[src/rtl/modexp_ctrl.sv]
// modexp_ctrl: square-and-multiply modular exponentiation sequencer.
// Computes result = base^exponent mod modulus, MSB-first over the exponent,
// sharing one external combinational WIDTH x WIDTH multiplier (mul_a/mul_b/mul_p)
// and reducing every 2*WIDTH-bit product with a restoring shift-subtract reducer
// that consumes one product bit per cycle.
// Optional build macro MODEXP_SKIP_LEADING_ZEROS_EN: start the bit loop at the
// highest set exponent bit instead of bit EXP_WIDTH-1.
module modexp_ctrl #(
    parameter int WIDTH     = 6,
    parameter int EXP_WIDTH = 6
) (
    input  logic                   clk,
    input  logic                   rst_n,
    input  logic                   start,
    input  logic [WIDTH-1:0]       base,
    input  logic [EXP_WIDTH-1:0]   exponent,
    input  logic [WIDTH-1:0]       modulus,
    output logic                   busy,
    output logic                   done,
    output logic [WIDTH-1:0]       result,
    output logic                   error,
    output logic [WIDTH-1:0]       mul_a,
    output logic [WIDTH-1:0]       mul_b,
    input  logic [2*WIDTH-1:0]     mul_p
);

    localparam int CW = $clog2(2 * WIDTH);
    localparam int IW = (EXP_WIDTH > 1) ? $clog2(EXP_WIDTH) : 1;
    localparam logic [CW-1:0] LAST = CW'(2 * WIDTH - 1);

    typedef enum logic [2:0] {
        S_IDLE, S_BRED, S_SQ, S_SQR, S_MUL, S_MULR, S_FIN
    } state_t;

    state_t                 state_q, state_d;
    logic [WIDTH-1:0]       n_q, n_d;
    logic [EXP_WIDTH-1:0]   e_q, e_d;
    logic [WIDTH-1:0]       b_q, b_d;
    logic [WIDTH-1:0]       r_q, r_d;
    logic [WIDTH-1:0]       rem_q, rem_d;
    logic [2*WIDTH-1:0]     prod_q, prod_d;
    logic [CW-1:0]          cnt_q, cnt_d;
    logic [IW-1:0]          idx_q, idx_d;
    logic                   done_q, done_d;
    logic                   err_q, err_d;
    logic [WIDTH-1:0]       res_q, res_d;

    // One reducer step: shift the next product bit into the partial remainder
    // and subtract n once if it fits. Since rem < n, the shifted value < 2n.
    logic [WIDTH:0]         shifted;
    logic [WIDTH-1:0]       red;
    logic                   last;

`ifdef MODEXP_SKIP_LEADING_ZEROS_EN
    function automatic logic [IW-1:0] msb_idx(input logic [EXP_WIDTH-1:0] e);
        msb_idx = '0;
        for (int k = 0; k < EXP_WIDTH; k++) begin
            if (e[k]) msb_idx = IW'(k);
        end
    endfunction
`endif

    assign busy   = (state_q != S_IDLE);
    assign done   = done_q;
    assign error  = err_q;
    assign result = res_q;

    // Reducer datapath shared by BRED, SQR and MULR.
    always_comb begin
        shifted = {rem_q, prod_q[2*WIDTH-1]};
        if (shifted >= {1'b0, n_q}) red = WIDTH'(shifted - {1'b0, n_q});
        else                        red = shifted[WIDTH-1:0];
        last = (cnt_q == LAST);
    end

    // Next-state, datapath updates and multiplier operand selection.
    always_comb begin
        state_d = state_q;
        n_d     = n_q;
        e_d     = e_q;
        b_d     = b_q;
        r_d     = r_q;
        rem_d   = rem_q;
        prod_d  = prod_q;
        cnt_d   = cnt_q;
        idx_d   = idx_q;
        done_d  = 1'b0;
        err_d   = err_q;
        res_d   = res_q;
        mul_a   = '0;
        mul_b   = '0;
        case (state_q)
            S_IDLE: begin
                if (start) begin
                    n_d     = modulus;
                    e_d     = exponent;
                    r_d     = (modulus == WIDTH'(1)) ? '0 : WIDTH'(1);
                    err_d   = 1'b0;
                    prod_d  = {{WIDTH{1'b0}}, base};
                    rem_d   = '0;
                    cnt_d   = '0;
                    state_d = (modulus == '0) ? S_FIN : S_BRED;
                end
            end
            S_BRED, S_SQR, S_MULR: begin
                rem_d  = red;
                prod_d = {prod_q[2*WIDTH-2:0], 1'b0};
                cnt_d  = cnt_q + CW'(1);
                if (last) begin
                    cnt_d = '0;
                    if (state_q == S_BRED) begin
                        b_d     = red;
                        idx_d   = IW'(EXP_WIDTH - 1);
                        state_d = S_SQ;
`ifdef MODEXP_SKIP_LEADING_ZEROS_EN
                        idx_d = msb_idx(e_q);
                        if (e_q == '0) state_d = S_FIN;
`endif
                    end else begin
                        r_d = red;
                        // After the square, a set bit still needs its multiply.
                        if (state_q == S_SQR && e_q[idx_q]) begin
                            state_d = S_MUL;
                        end else if (idx_q == '0) begin
                            state_d = S_FIN;
                        end else begin
                            idx_d   = idx_q - IW'(1);
                            state_d = S_SQ;
                        end
                    end
                end
            end
            S_SQ, S_MUL: begin
                mul_a   = r_q;
                mul_b   = (state_q == S_SQ) ? r_q : b_q;
                prod_d  = mul_p;
                rem_d   = '0;
                cnt_d   = '0;
                state_d = (state_q == S_SQ) ? S_SQR : S_MULR;
            end
            S_FIN: begin
                done_d  = 1'b1;
                err_d   = (n_q == '0);
                res_d   = (n_q == '0) ? '0 : r_q;
                state_d = S_IDLE;
            end
            default: state_d = S_IDLE;
        endcase
    end

    // State and datapath registers; reset aborts any run without a done pulse.
    always_ff @(posedge clk or negedge rst_n) begin
        if (!rst_n) begin
            state_q <= S_IDLE;
            n_q     <= '0;
            e_q     <= '0;
            b_q     <= '0;
            r_q     <= '0;
            rem_q   <= '0;
            prod_q  <= '0;
            cnt_q   <= '0;
            idx_q   <= '0;
            done_q  <= 1'b0;
            err_q   <= 1'b0;
            res_q   <= '0;
        end else begin
            state_q <= state_d;
            n_q     <= n_d;
            e_q     <= e_d;
            b_q     <= b_d;
            r_q     <= r_d;
            rem_q   <= rem_d;
            prod_q  <= prod_d;
            cnt_q   <= cnt_d;
            idx_q   <= idx_d;
            done_q  <= done_d;
            err_q   <= err_d;
            res_q   <= res_d;
        end
    end

endmodule

[config.mk]
export PLATFORM = sky130hd
export DESIGN_NAME = modexp_ctrl
export DESIGN_NICKNAME = d
export VERILOG_FILES = /design/src/rtl/modexp_ctrl.sv
export SDC_FILE = /design/constraint.sdc
export NUM_CORES = 1
export LEC_CHECK = 0
export ABC_AREA = 1
export CORE_MARGIN = 2
export CORE_UTILIZATION = 48
export CTS_BUF_LIST = sky130_fd_sc_hd__clkbuf_16
export DETAILED_ROUTE_END_ITERATION = 8
export PLACE_DENSITY = 0.75
export SLEW_MARGIN = 20
export SYNTH_ARGS = -nofsm -noshare
export SYNTH_HDL_FRONTEND = slang
export SYNTH_SLANG_ARGS = --single-unit
[constraint.sdc]
create_clock -name clk -period 1.5 [get_ports clk]
set_input_delay 0.225 -clock clk [delete_from_list [all_inputs] [get_ports clk]]
set_output_delay 0.225 -clock clk [all_outputs]
set_load 0.01 [all_outputs]
==> results.md, run 1 <==
* Status: finished, violations left
* Failing checks: setup timing
* Crit end category: output pin
* Syn-to-layout area delta at 65.24%
* Net count after synthesis at 437
* Maximum clock rate at about 540 MHz
* Top post-synthesis cells by area: dfrtp_1, nand2_1, inv_1
* Worst R2R Path Depth at 10
* Wirelength per Cell at between 15 and 20 µm
* Clock root buffer: clkbuf_16
* Clk_skew at 0.008969 ns
* Top Ports at 54
* Largest fanout on the critical path at 5
* CTS H-tree depth at 3
* Yosys top cell area share at 0.4745
* Multi-input gate area at approximately 1900 µm²
* Die W at approximately 85 µm
* Hold WC Path Type: input pin to async pin
* Mapped Avg Cell Area at around 8.0 µm²
* Via count at around 3,500
* Vias in the first global route at 3,316
* Setup ws final at -0.3622 ns
* Reg-to-Reg End: r_q[2]
* Sequential area share after synthesis at 0.4745
* Relative slew slack at 0.7709
* PD cells at 2600 nW/µm²
* Initial antenna violation count at 0
* RR Startpoint: prod_q[11]
* Setup TNS at -8.570 ns
* Initial drt markers at 299
* Number of diodes at 0
* First-pass GRT wire length at approximately 15,000 µm
* DRT Wirelength at 11,390 µm
* # nets final at 571
* CP Launch Type: flop
* Initial Util at 0.4983
* Pin count of the biggest net entering global routing at just over 60
* Critical Path RT at between 1 and 1.5 ns
* Max VDD drop at 1777 µV
* # fillers at approximately 330
* Gate Count Post-Synth at 394
* Routed Antenna Nets at 0
* Routability Congestion at between 0.8 and 0.9
* Worst Tran Pin Value at between 0.3 and 0.4 ns
* Worst-path clk slew at 0.06 ns
* FF+latch count, synth at 60
* Total GRT Usage at 0.2696
* CTS tree: done
* WP data arrival at about 1.6 ns
* Core box area at approximately 6300 µm²
* Leakage Power at roughly 2.4 nW
* Fin. max-slew vios at 0
* Netlist cell types at 37
* Drt drc at 0
* Hold Fails Final Rpt at 0
* Clk sink count at 60
* Die ar. at about 7300 µm²
* Kind of critical path: flop to output pin
* Yosys warnings at 0
* R2R setup slack at -0.33 ns
* Commonest non-fill, non-tap cell in the layout: nand2_1
* Area of all sequential standard cells at roughly 1500 µm²
* Number of buffers created by CTS at 9
* FP Rows at 29
* CTS max path bufs at 2
* Hpwl dp at between 5000 and 6000 µm
* Tmin final at approximately 1.9 ns
* GRT overflow at 0
* Area leader, netlist: dfrtp_1
* Die Y at roughly 85 µm
* Most frequent cells in the layout: nand2_1, dfrtp_1, buf_4
* RSZ-0062 raised after global routing: true
* Final period util at 1.241
* Mapped Area at about 3200 µm²
* Final setup viols at 47
* Final Power at approximately 14 mW
* Share of layout cells above drive strength 1 at 0.4109
* Post-DR vias/cell at between 5 and 6
* Max-Cap Viols at 0
* Clock latency on the worst-skew pair at around 0.35 ns
* IO Port Bufs at 53
* Initial DRT Pass Iterations at 7
-- sequential cells by signal (all words and copies together) (netlist names) --
| register | flops |
|---|---|
| e_q | 6 |
| cnt_q | 4 |
| prod_q | 12 |
| result | 6 |
| n_q | 6 |
| idx_q | 3 |
| rem_q | 6 |
| r_q | 6 |
| done | 1 |
| error | 1 |
| b_q | 6 |
| state_q | 3 |
-- per-layer routing --
metal  up-vias  GRT usage  wire, µm
met5         -          0         0
met4         0     0.1299       533
met3        53    0.05934       653
met2       168     0.4751      5865
met1      1700     0.3091      4334
li1       1555          -         -
-- critical path, stage by stage (launching register included) --
cell	delay [ns]
dfrtp_1	0.41
nor2_2	0.16
nand2_2	0.09
nand2_2	0.10
clkinvlp_4	0.16
buf_4	0.17
nor2_2	0.07
buf_2	0.13
-- per-stage QoR --
stage               hold WS (ns)  instance area (µm²)  instances  utilization  worst slack (ns)
global placement          0.2567                 4193        561       0.6603           -0.1855
floorplan               -0.07059                 3239        394            -          -0.05131
global route              0.4671                 5229        610       0.8234           -0.4103
finish                    0.3884                 5229        610       0.8234           -0.3622
detailed placement        0.2583                 4193        561       0.6603           -0.2375
CTS                       0.4444                 4911        597       0.7734           -0.2779
-- repair_timing --
item	CTS	global route
pin swaps	31	35
cloned	1	3
setup buffers	20	14
hold endpoints to repair	60	0
endpoints found under the setup margin	52	56
resized for setup	125	68
hold buffers	1	0
-- synthesized netlist by cell type, drive strengths merged --
| library cell | count |
|---|---|
| a221oi | 5 |
| nand2 | 120 |
| o21a | 1 |
| nand3 | 23 |
| nor2 | 31 |
| o31ai | 3 |
| dfrtp | 60 |
| o2bb2ai | 1 |
| a22o | 1 |
| o211ai | 1 |
| o22ai | 4 |
| or2 | 2 |
| xor2 | 5 |
| ha | 9 |
| inv | 56 |
| clkbuf | 2 |
| buf | 5 |
| xnor2 | 1 |
| nor3 | 1 |
| o21ai | 39 |
| fa | 1 |
| a22oi | 7 |
| a21oi | 12 |
| mux2 | 1 |
| nand4 | 3 |
-- worst max-delay path by stage --
stage,startpoint,endpoint,slack (ns),cells after the start
floorplan,prod_q[11],b_q[4],-0.05,11
global placement,state_q[1],mul_a[2],-0.19,6
detailed placement,state_q[1],mul_b[1],-0.24,5
CTS,state_q[0],mul_a[2],-0.28,7
global route,state_q[1],mul_a[5],-0.41,7
finish,state_q[1],mul_a[1],-0.36,7
-- where the power goes --
part / leakage, nW / internal, mW / switching [mW]
Clock: 0.147 / 1.44 / 0.824
Sequential: 0.751 / 2.34 / 0.527
Combinational: 1.55 / 3.68 / 4.78
Total: 2.45 / 7.47 / 6.13
-- kinds of logic after synthesis --
logic type / after synthesis / share of synthesized area
and+or+nand+nor: 180 / 0.2404
AOI/OAI and AO/OA: 74 / 0.1451
buffers and inverters: 63 / 0.07790
DFF: 60 / 0.4745
adders and majority gates: 10 / 0.04191
xor gates and xnor gates: 6 / 0.01661
muxes: 1 / 0.003558
-- area by class of cell --
class                           count  area share
Multi-Input combinational cell    272      0.3690
Sequential cell                    60      0.2874
Timing Repair Buffer              129      0.2204
Inverter                           56     0.04427
Clock buffer                        9     0.04307
Tap cell                           77     0.01843
Clock inverter                      7     0.01747
Note: power is estimated with default switching activity, not from simulation.
==> inputs of run 2 (changes only) <==
Settings changed: GPL_ROUTABILITY_DRIVEN from default to 0.
==> results of run 2 <==
Same layout as run 1: the final DEF is identical, and so are final timing and power.
